==> config.mk <==
export PLATFORM = sky130hd
export DESIGN_NAME = mm_buff_sched
export DESIGN_NICKNAME = d
export VERILOG_FILES = /design/src/rtl/mm_sched_pkg.sv /design/src/rtl/mm_sched_end_track.sv /design/src/rtl/mm_buff_sched.sv
export SDC_FILE = /design/constraint.sdc
export NUM_CORES = 1
export LEC_CHECK = 0
export CAP_MARGIN = 20
export CORE_MARGIN = 10
export CORE_UTILIZATION = 48
export CTS_CLUSTER_SIZE = 30
export DETAILED_ROUTE_END_ITERATION = 10
export PLACE_DENSITY = 0.91
export REMOVE_ABC_BUFFERS = 1
export SLEW_MARGIN = 20
export SYNTH_ARGS = -nofsm -noshare
export SYNTH_HDL_FRONTEND = slang
export SYNTH_SLANG_ARGS = --single-unit
==> constraint.sdc <==
create_clock -name clk -period 3.35 [get_ports clk]
set_input_delay 0.335 -clock clk [delete_from_list [all_inputs] [get_ports clk]]
set_output_delay 0.335 -clock clk [all_outputs]
set_load 0.005 [all_outputs]
==> src/rtl/mm_sched_pkg.sv <==
// Shared widths, state encoding and address helper for the matrix-buffer scheduler.
// The optional watchdog is enabled by defining MM_SCHED_WDOG_EN.
package mm_sched_pkg;

   localparam int ADDR_W = 12;
   localparam int LEN_W  = 4;
   localparam int PASS_W = 4;
   localparam int GAP_W  = 4;
   localparam int WDOG_W = 8;

   localparam logic [ADDR_W-1:0] DEF_IRAM_STRIDE = 12'h100;
   localparam logic [ADDR_W-1:0] DEF_WRAM_STRIDE = 12'h100;

   typedef enum logic [1:0] {
      IDLE = 2'd0,
      RUN  = 2'd1,
      GAP  = 2'd2,
      DONE = 2'd3
   } sched_state_e;

   // Byte addresses wrap modulo 4096 by construction of the 12-bit sum.
   function automatic logic [ADDR_W-1:0] addr_step(input logic [ADDR_W-1:0] addr,
                                                   input logic [ADDR_W-1:0] stride);
      return addr + stride;
   endfunction

endpackage

==> src/rtl/mm_sched_end_track.sv <==
// Sticky end-of-pass flags for the IRAM and WRAM buffers, with the first-RUN-cycle mask.
// Flags only accumulate while run_i is high; anything seen outside RUN is discarded.
module mm_sched_end_track
   import mm_sched_pkg::*;
(
   input  logic clk,
   input  logic rst,
   input  logic run_i,
   input  logic clr_i,
   input  logic ibuf_end_i,
   input  logic wbuf_end_i,
   output logic both_done_o
);

   logic first_q;
   logic ibuf_flag_q, ibuf_flag_d;
   logic wbuf_flag_q, wbuf_flag_d;

   // The buffers derive end from a registered vld, so the first RUN cycle still shows the old pass.
   assign ibuf_flag_d = ibuf_flag_q | (ibuf_end_i & ~first_q);
   assign wbuf_flag_d = wbuf_flag_q | (wbuf_end_i & ~first_q);
   assign both_done_o = run_i & ibuf_flag_d & wbuf_flag_d;

   always_ff @(posedge clk) begin
      if (rst) begin
         first_q     <= 1'b1;
         ibuf_flag_q <= 1'b0;
         wbuf_flag_q <= 1'b0;
      end else if (!run_i || clr_i) begin
         first_q     <= 1'b1;
         ibuf_flag_q <= 1'b0;
         wbuf_flag_q <= 1'b0;
      end else begin
         first_q     <= 1'b0;
         ibuf_flag_q <= ibuf_flag_d;
         wbuf_flag_q <= wbuf_flag_d;
      end
   end

endmodule

==> src/rtl/mm_buff_sched.sv <==
// Sequences the IRAM/WRAM matrix buffers through 1..16 accumulate passes per matmul command.
// Define MM_SCHED_WDOG_EN to add the per-pass watchdog and the wdog_err output.
module mm_buff_sched
   import mm_sched_pkg::*;
#(
   parameter logic [ADDR_W-1:0] IRAM_STRIDE = DEF_IRAM_STRIDE,
   parameter logic [ADDR_W-1:0] WRAM_STRIDE = DEF_WRAM_STRIDE,
   parameter int unsigned       GAP_CYC     = 1
`ifdef MM_SCHED_WDOG_EN
  ,parameter int unsigned       WDOG_CYC    = 255
`endif
)(
   input  logic              clk,
   input  logic              rst,
   // Command handshake: a command transfers on a rising clk edge where cmd_vld and cmd_rdy are both high;
   // cmd_rdy is high only in IDLE and does not depend on cmd_vld, and cmd_vld is ignored otherwise.
   input  logic              cmd_vld,
   output logic              cmd_rdy,
   input  logic [ADDR_W-1:0] cmd_iram_addr,
   input  logic [ADDR_W-1:0] cmd_wram_addr,
   input  logic [LEN_W-1:0]  cmd_row_len,
   input  logic [LEN_W-1:0]  cmd_col_len,
   input  logic [PASS_W-1:0] cmd_pass_num,
   output logic              ibuf_ctrl_vld,
   output logic [ADDR_W-1:0] ibuf_ctrl_start_addr,
   output logic              wbuf_ctrl_vld,
   output logic [ADDR_W-1:0] wbuf_ctrl_start_addr,
   output logic [LEN_W-1:0]  buf_ctrl_row_len,
   output logic [LEN_W-1:0]  buf_ctrl_col_len,
   input  logic              ibuf_mxu_end,
   input  logic              wbuf_mxu_end,
   output logic              pass_first,
   output logic              busy,
   output sched_state_e      dbg_state,
   output logic              done
`ifdef MM_SCHED_WDOG_EN
  ,output logic              wdog_err
`endif
);

   localparam logic [GAP_W-1:0] GAP_LOAD = GAP_W'(GAP_CYC - 1);

   sched_state_e      state_q;
   logic [ADDR_W-1:0] iram_addr_q, iram_addr_d;
   logic [ADDR_W-1:0] wram_addr_q, wram_addr_d;
   logic [LEN_W-1:0]  row_len_q, col_len_q;
   logic [PASS_W-1:0] pass_num_q, pass_cnt_q, pass_cnt_d;
   logic [GAP_W-1:0]  gap_cnt_q;
   logic              ctrl_vld_q, pass_first_q, busy_q, done_q, cmd_rdy_q;
   logic              run, both_done, wdog_trip, pass_end, last_pass;

   assign run         = (state_q == RUN);
   assign iram_addr_d = addr_step(iram_addr_q, IRAM_STRIDE);
   assign wram_addr_d = addr_step(wram_addr_q, WRAM_STRIDE);
   assign pass_cnt_d  = pass_cnt_q + PASS_W'(1);
   assign last_pass   = (pass_cnt_q == pass_num_q);
   assign pass_end    = both_done | wdog_trip;

   mm_sched_end_track u_end_track (
      .clk         (clk),
      .rst         (rst),
      .run_i       (run),
      .clr_i       (pass_end),
      .ibuf_end_i  (ibuf_mxu_end),
      .wbuf_end_i  (wbuf_mxu_end),
      .both_done_o (both_done)
   );

`ifdef MM_SCHED_WDOG_EN
   localparam logic [WDOG_W-1:0] WDOG_LIM = WDOG_W'(WDOG_CYC - 1);

   logic [WDOG_W-1:0] wdog_cnt_q;
   logic              wdog_err_q;

   // Counter holds the number of completed RUN cycles of the current pass; zero outside RUN.
   assign wdog_trip = run & ~both_done & (wdog_cnt_q == WDOG_LIM);
   assign wdog_err  = wdog_err_q;

   always_ff @(posedge clk) begin
      if (rst) begin
         wdog_cnt_q <= '0;
         wdog_err_q <= 1'b0;
      end else begin
         wdog_cnt_q <= run ? wdog_cnt_q + WDOG_W'(1) : '0;
         if (wdog_trip) wdog_err_q <= 1'b1;
      end
   end
`else
   assign wdog_trip = 1'b0;
`endif

   always_ff @(posedge clk) begin
      if (rst) begin
         state_q      <= IDLE;
         iram_addr_q  <= '0;
         wram_addr_q  <= '0;
         row_len_q    <= '0;
         col_len_q    <= '0;
         pass_num_q   <= '0;
         pass_cnt_q   <= '0;
         gap_cnt_q    <= '0;
         ctrl_vld_q   <= 1'b0;
         pass_first_q <= 1'b0;
         busy_q       <= 1'b0;
         done_q       <= 1'b0;
         cmd_rdy_q    <= 1'b1;
      end else begin
         done_q <= 1'b0;
         case (state_q)
            IDLE: begin
               if (cmd_vld && cmd_rdy_q) begin
                  iram_addr_q  <= cmd_iram_addr;
                  wram_addr_q  <= cmd_wram_addr;
                  row_len_q    <= cmd_row_len;
                  col_len_q    <= cmd_col_len;
                  pass_num_q   <= cmd_pass_num;
                  pass_cnt_q   <= '0;
                  ctrl_vld_q   <= 1'b1;
                  pass_first_q <= 1'b1;
                  busy_q       <= 1'b1;
                  cmd_rdy_q    <= 1'b0;
                  state_q      <= RUN;
               end
            end
            RUN: begin
               if (pass_end) begin
                  ctrl_vld_q   <= 1'b0;
                  pass_first_q <= 1'b0;
                  if (last_pass || wdog_trip) begin
                     done_q  <= 1'b1;
                     state_q <= DONE;
                  end else begin
                     pass_cnt_q  <= pass_cnt_d;
                     iram_addr_q <= iram_addr_d;
                     wram_addr_q <= wram_addr_d;
                     gap_cnt_q   <= GAP_LOAD;
                     state_q     <= GAP;
                  end
               end
            end
            GAP: begin
               // Holding vld low gives each buffer a fresh rising edge for the next pass.
               if (gap_cnt_q == '0) begin
                  ctrl_vld_q <= 1'b1;
                  state_q    <= RUN;
               end else begin
                  gap_cnt_q <= gap_cnt_q - GAP_W'(1);
               end
            end
            DONE: begin
               busy_q    <= 1'b0;
               cmd_rdy_q <= 1'b1;
               state_q   <= IDLE;
            end
            default: state_q <= IDLE;
         endcase
      end
   end

   assign cmd_rdy              = cmd_rdy_q;
   assign ibuf_ctrl_vld        = ctrl_vld_q;
   assign wbuf_ctrl_vld        = ctrl_vld_q;
   assign ibuf_ctrl_start_addr = iram_addr_q;
   assign wbuf_ctrl_start_addr = wram_addr_q;
   assign buf_ctrl_row_len     = row_len_q;
   assign buf_ctrl_col_len     = col_len_q;
   assign pass_first           = pass_first_q;
   assign busy                 = busy_q;
   assign done                 = done_q;
   assign dbg_state            = state_q;

endmodule

* Yosys cells after proc, flatten, opt, wreduce, memory -nomap -nowiden
Cells that the tools add are included.
Widths: inputs -> output; s select.
** Cells by class
- $add $sub $neg :: 4
- $lt $le $gt $ge :: 0
- Bitwise logic cells :: 9
- Reduce and logical (&&, ||, !) cells :: 18
- Div/mod/pow operators :: 0
- Eq/ne operators :: 9
- Shifts and indexed selects :: 0
- Mux-type cells :: 31
- Multipliers :: 0
** Operators with widths (number)
- $mux 12 :: 6
- $pmux 12 s2 :: 2
- $add 12x9->12 const B :: 2
- $mux 4 :: 6
- $pmux 4 s2 :: 2
- $reduce_and 4->1 :: 3
- $ne 2x2->1 const B :: 5
- $pmux 2 s4 :: 1
- $mux 1 :: 7
- $mux 2 :: 3
- $pmux 1 s2 :: 3
- $reduce_and 3->1 :: 2
- $reduce_bool 2->1 :: 3
- $add 4x1->4 const B :: 1
- $and 1x1->1 :: 4
- $eq 2x2->1 const B :: 2
- $eq 4x4->1 :: 1
- $logic_not 4->1 :: 1
- $reduce_and 2->1 :: 2
- $sub 4x1->4 const B :: 1
- $not 1->1 :: 3
- $pmux 1 s3 :: 1
- $reduce_bool 3->1 :: 1
- $reduce_or 3->1 :: 1
- 7 further kinds :: 8
** Storage, ports and cells
- Word-level logic and storage cells :: 87
- Memory bits (read-only) :: 0
- Memory bits (writable) :: 0
- Bits in registers :: 54
- Latch bits :: 0
- Input bits :: 41
- Memories kept :: 0
- Output and inout bits :: 40

* Logic depth before layout (Yosys ltp)
- Depth after elaboration :: 7
- Gate-level depth with buffers :: 6
- Depth with buffers taken out :: 6

* By module
From an unflattened synthesis, not the netlist that was laid out.
** Second synthesis, totals
- Cells, all modules :: 272
- Area, all modules :: 2289.7 µm²
** Modules (own cells, without submodules)
- mm_buff_sched :: area each 2174.6 µm², instances 1, sequential area each 1021.0 µm², cells each 263
- mm_sched_end_track :: area each 115.1 µm², instances 1, sequential area each 60.1 µm², cells each 9

* Worst setup path after synthesis
OpenSTA, ideal clock, no wires.
- Path type :: reg2reg
- Start point :: register state_q[0] (netlist: dbg_state[0])
- End point :: register pass_cnt_q[3]
- Path buffers :: 2
- Slack :: 1717 ps
- Cell stages (with the launch flop) :: 7
- Period minus slack after synthesis :: 1633 ps
- Library setup time :: 122 ps
- Data required time :: 3228 ps
- Arrival time :: 1511 ps
- Cell sequence :: dfxtp_1 -> nor2b_1 -> or3_1 -> buf_2 -> o31a_4 -> buf_6 -> a221o_1
** Between the ends
- Cells in the longest elaborated chain, start to end :: 5
- Elaborated cells between the ends (all ways) :: 10
- Those cells by class :: eq/ne (4); mux (1); bitwise (2); reduce/logical (3)
** RTL lines
- start: declaration :: line mm_buff_sched.sv:43 : sched_state_e state_q;
- start signal: assignment :: line mm_buff_sched.sv:94 : state_q <= IDLE;
- start signal: assignment :: line mm_buff_sched.sv:122 : state_q <= RUN;
- start signal: assignment :: line mm_buff_sched.sv:131 : state_q <= DONE;
- $eq 2x1->1 :: line mm_buff_sched.sv:52, mm_buff_sched.sv:109
- $and 1x1->1 (2 in a row) :: line mm_sched_end_track.sv:22 : assign both_done_o = run_i & ibuf_flag_d & wbuf_flag_d;
- $ne 2x2->1 (no line)
- $reduce_and 4->1 (no line)
- end signal: assignment :: line mm_buff_sched.sv:133 : pass_cnt_q <= pass_cnt_d;
- end: declaration :: line mm_buff_sched.sv:47 : logic [PASS_W-1:0] pass_num_q, pass_cnt_q, pass_cnt_d;
Parallel ways exist; a longest one is shown, timed or not.
A chain may end at the register's enable or synchronous reset.

* Worst setup path in the final report
- Start point :: register state_q[0] (netlist: dbg_state[0])
- End point :: register iram_addr_q[9] (netlist: ibuf_ctrl_start_addr[9])
** Between the ends
- Cells in the longest elaborated chain, start to end :: 5
- Elaborated cells between the ends (all ways) :: 10
- Those cells by class :: eq/ne (4); mux (1); bitwise (2); reduce/logical (3)
** RTL lines
- $eq 2x1->1 :: line mm_buff_sched.sv:52, mm_buff_sched.sv:109
- $and 1x1->1 (2 in a row) :: line mm_sched_end_track.sv:22
- $ne 2x2->1 (no line)
- $reduce_and 4->1 (no line)
- end signal: assignment :: line mm_buff_sched.sv:112 : iram_addr_q <= cmd_iram_addr;
- end signal: assignment :: line mm_buff_sched.sv:134 : iram_addr_q <= iram_addr_d;
- end: declaration :: line mm_buff_sched.sv:44 : logic [ADDR_W-1:0] iram_addr_q, iram_addr_d;
Parallel ways exist; a longest one is shown, timed or not.

==> results.txt <==
----------------------------------------------------
[Yosys]
  Largest cells by area after synthesis ... dfxtp_1 46%, nand2_1 10%, a21oi_1 10%, ha_1 2.7%, nor2b_1 2.1%
  Async S/R FF share, synth ... 0%
  Area share of the largest cell type after synthesis ... 46.1%
  Number of warning messages in the yosys log ... 0
  Synthesized netlist cell count ... 279
  Number of enable-type register cells in the synthesized netlist ... 0
  Most frequently used flop master after synthesis ... dfxtp_1
  Number of register bits inferred by synthesis ... 54
  Mean instance size in the synthesized netlist ... 8.40 sq um
  Library cell occupying the most area in the post-synthesis netlist ... dfxtp_1
  Cell Area, Synth ... 0.00234 sq mm
  Seq/Total Area, Yosys ... 46.1%
  Library cells used by synthesis ... 43

[Clocking]
  Post-CTS repair timing setup buffer count ... 0
  Number of resized instances in the post-cts repair step ... 0
  Clock tree from TritonCTS ... built
  H-Tree Level Count ... 2
  Clock latency reported for the late side of the worst-skew pair ... 0.31 ns
  Sinks on the clock net ... 54
  Clock-pin slew on the worst setup and hold paths ... 0.09 ns
  CTS Root Buffer Type ... clkbuf_8
  Worst-case clock buffer depth ... 2
  Number of hold-repair buffers added at the cts stage ... 0
  TritonCTS buffer count ... 5

[Power and ir drop]
  Lkg Pwr ... 0.00122 uW
  Maximum VDD drop ... 0.232 mV
  Combinational fraction of design power ... 19.5%
  Final Power ... 1440 uW
  Switching share of power ... 25.4%
  Clock network power share ... 31.0%
  Power dissipated by switching net loads ... 365 uW
  Power density cells ... 441 mW/mm^2
  Relative contribution of sequential cells to total power ... 49.5%
  Power Internal ... 1070 uW

[Floorplanning]
  Starting density of the core ... 49.6%
  Die footprint ... 0.00808 sq mm
  Die W ... 89.9 microns
  Io pins ... 81
  Floorplan row count ... 25
  Floorplan die height ... 89.9 microns
  Core Footprint ... 0.00472 sq mm

[Critical path]
  Largest incremental delay on the critical path ... 0.56 ns
  Crit path kind ... flop to flop
  Startpoint type of the worst setup path ... flop
  Required time of the critical path ... 3.55 ns
  Maximum net fanout on the critical path ... 17
  CP arrival ... 2.53 ns
  Worst-path cell chain ... nor2b_1 -> or3_1 -> o31a_4 -> mux2_2
  Crit path capture type ... flop
  Cell type of the slowest stage on the worst timing path ... or3_1

[STA]
  Unrepaired setup endpoints after global routing ... no
  Accumulated negative setup slack ... 0 ns
  Remaining max-slew budget at the tightest pin ... 52.7%
  Fmax achieved ... 429 MHz
  Final min period ... 2.33 ns
  Share of the cycle needed by the critical path after routing ... 69.6%
  Total count of hold-check failures in the final report ... 0
  Final setup violation count ... 0
  Max Clock Skew ... 0.00564 ns
  Final-layout worst hold slack ... 0.461 ns
  Slew @ Worst Pin ... 0.705 ns
  Slew Limit Fails ... 0

[Flow run]
  MaxCap Viol Count ... 0

[Global routing]
  Tot GR Track Use ... 15.1%
  Overflow left after global routing ... 0
  First-pass GRT wire length ... 10.4 mm
  Largest net degree at the start of global routing ... 38
  Via count of the first global-routing pass ... 2,214
  Antenna violations before repair ... 0

[Placed design]
  Buffers on Ports ... 80
  GP Congestion ... 0.790
  Estimated wirelength of the detail-placed design ... 4.71 mm
  Cell area after placement ... 0.00315 sq mm

[Routing]
  Vias per std cell ... 5.27
  Total Routed Length ... 6.28 mm
  Final routed wire length divided by cell count ... 15.1 microns
  Total via count after detailed routing ... 2,189
  Detailed Route Iter0 Violations ... 129
  Antenna Violating Nets Remaining ... 0
  Drt pass-1 iters ... 4
  Post-route DRC ... 0

[Cells and area]
  Most common library cell in the layout ignoring fill and taps ... clkdlybuf4s50_1
  Finished Core Util ... 69.0%
  Final design instance area without fill ... 0.00326 sq mm
  Final Net Count ... 394
  Fraction of layout cells with a size suffix above 1 ... 6.03%
  Most frequent cells in the layout ... 79 x clkdlybuf4s50_1, 65 x nand2_1, 54 x dfxtp_1
  Layout-stage area growth over the synthesis result ... 39.0%
  Number of inserted diodes ... 0

[Worst hold path]
  Path category of the worst min-delay check ... flop to flop

[Outcome]
  Result of the run ... finished, final reports clean

----------------------------------------------------
## metrics by stage
step                setup WS (ns)  cells
global route                0.809    415
detailed placement           1.02    408
floorplan                    1.12    259
global placement             1.06    408
finish                       1.02    415
CTS                          1.03    415
## cell usage after synthesis (4+ instances only)
cell type,n
nand3_1,4
o311ai_0,4
ha_1,5
nor3_1,6
xor2_1,4
o31ai_1,5
inv_1,6
dfxtp_1,54
a21oi_1,47
nor2_1,10
clkbuf_1,13
o21ai_0,5
nand2_1,65
buf_2,5
nand2b_1,4
nor2b_1,8
## final cells by class
cell class	instances	area, sq um
fill	389	1470
multi-input combinational	199	1150
sequential	54	1080
timing repair buffer	82	811
tap	67	83.8
clock buffer	6	82.6
clock inverter	1	30.0
inverter	6	22.5
## per-layer routing
metal	GRT usage, %	vias up	share of wire [%]
met2	23.4	82	43
met4	4.11	0	0.97
met1	16.6	996	43
met5	0	-	0
li1	-	1104	-
met3	9.89	7	14
## worst max-delay path, delay by kind of cell, from the launching register on
family,cells,cell delay (ns)
AO/OA/AOI/OAI,1,0.35
flip-flops,1,0.52
multiplexers,1,0.35
AND/OR/NAND/NOR,2,1.00
## power groups by stage
stage	combinational [uW]	clock (uW)	sequential, uW
2_1_floorplan	112	0	726
3_3_place_gp	278	0	724
3_5_place_dp	282	0	727
4_1_cts	284	452	712
5_1_grt	308	474	718
6_report	281	446	712
## kinds of logic (layout without fill, tap and decap cells)
| group | Yosys count | count (layout) | share of synthesized area, % |
|---|---|---|---|
| and+or+nand+nor | 108 | 108 | 21.5 |
| AOI/OAI and AO/OA | 80 | 80 | 22.2 |
| DFF | 54 | 54 | 46.1 |
| buffers and inverters | 26 | 95 | 4.91 |
| adders and majority gates | 5 | 5 | 2.67 |
| xor gates and xnor gates | 4 | 4 | 1.49 |
| muxes | 2 | 2 | 1.12 |
## path summary, 6_finish.rpt
kind                            from  depth (start not counted)  slack, ns                 endpoint
max                     dbg_state[0]                          4       1.02  ibuf_ctrl_start_addr[9]
min          wbuf_ctrl_start_addr[3]                          2       0.46  wbuf_ctrl_start_addr[3]
max reg2reg             dbg_state[0]                          4       1.02  ibuf_ctrl_start_addr[9]
min reg2reg  wbuf_ctrl_start_addr[3]                          2       0.46  wbuf_ctrl_start_addr[3]
## flip-flops by register name, summed over array words and instances (netlist names)
| name | count |
|---|---|
| pass_first | 1 |
| dbg_state | 2 |
| u_end_track.first_q | 1 |
| buf_ctrl_col_len | 4 |
| gap_cnt_q | 4 |
| buf_ctrl_row_len | 4 |
| ibuf_ctrl_vld | 1 |
| wbuf_ctrl_start_addr | 12 |
| pass_cnt_q | 4 |
| u_end_track.ibuf_flag_q | 1 |
| pass_num_q | 4 |
| ibuf_ctrl_start_addr | 12 |
| busy | 1 |
| done | 1 |
| cmd_rdy | 1 |
| u_end_track.wbuf_flag_q | 1 |
No activity file was read; power rests on OpenSTA's default activity.
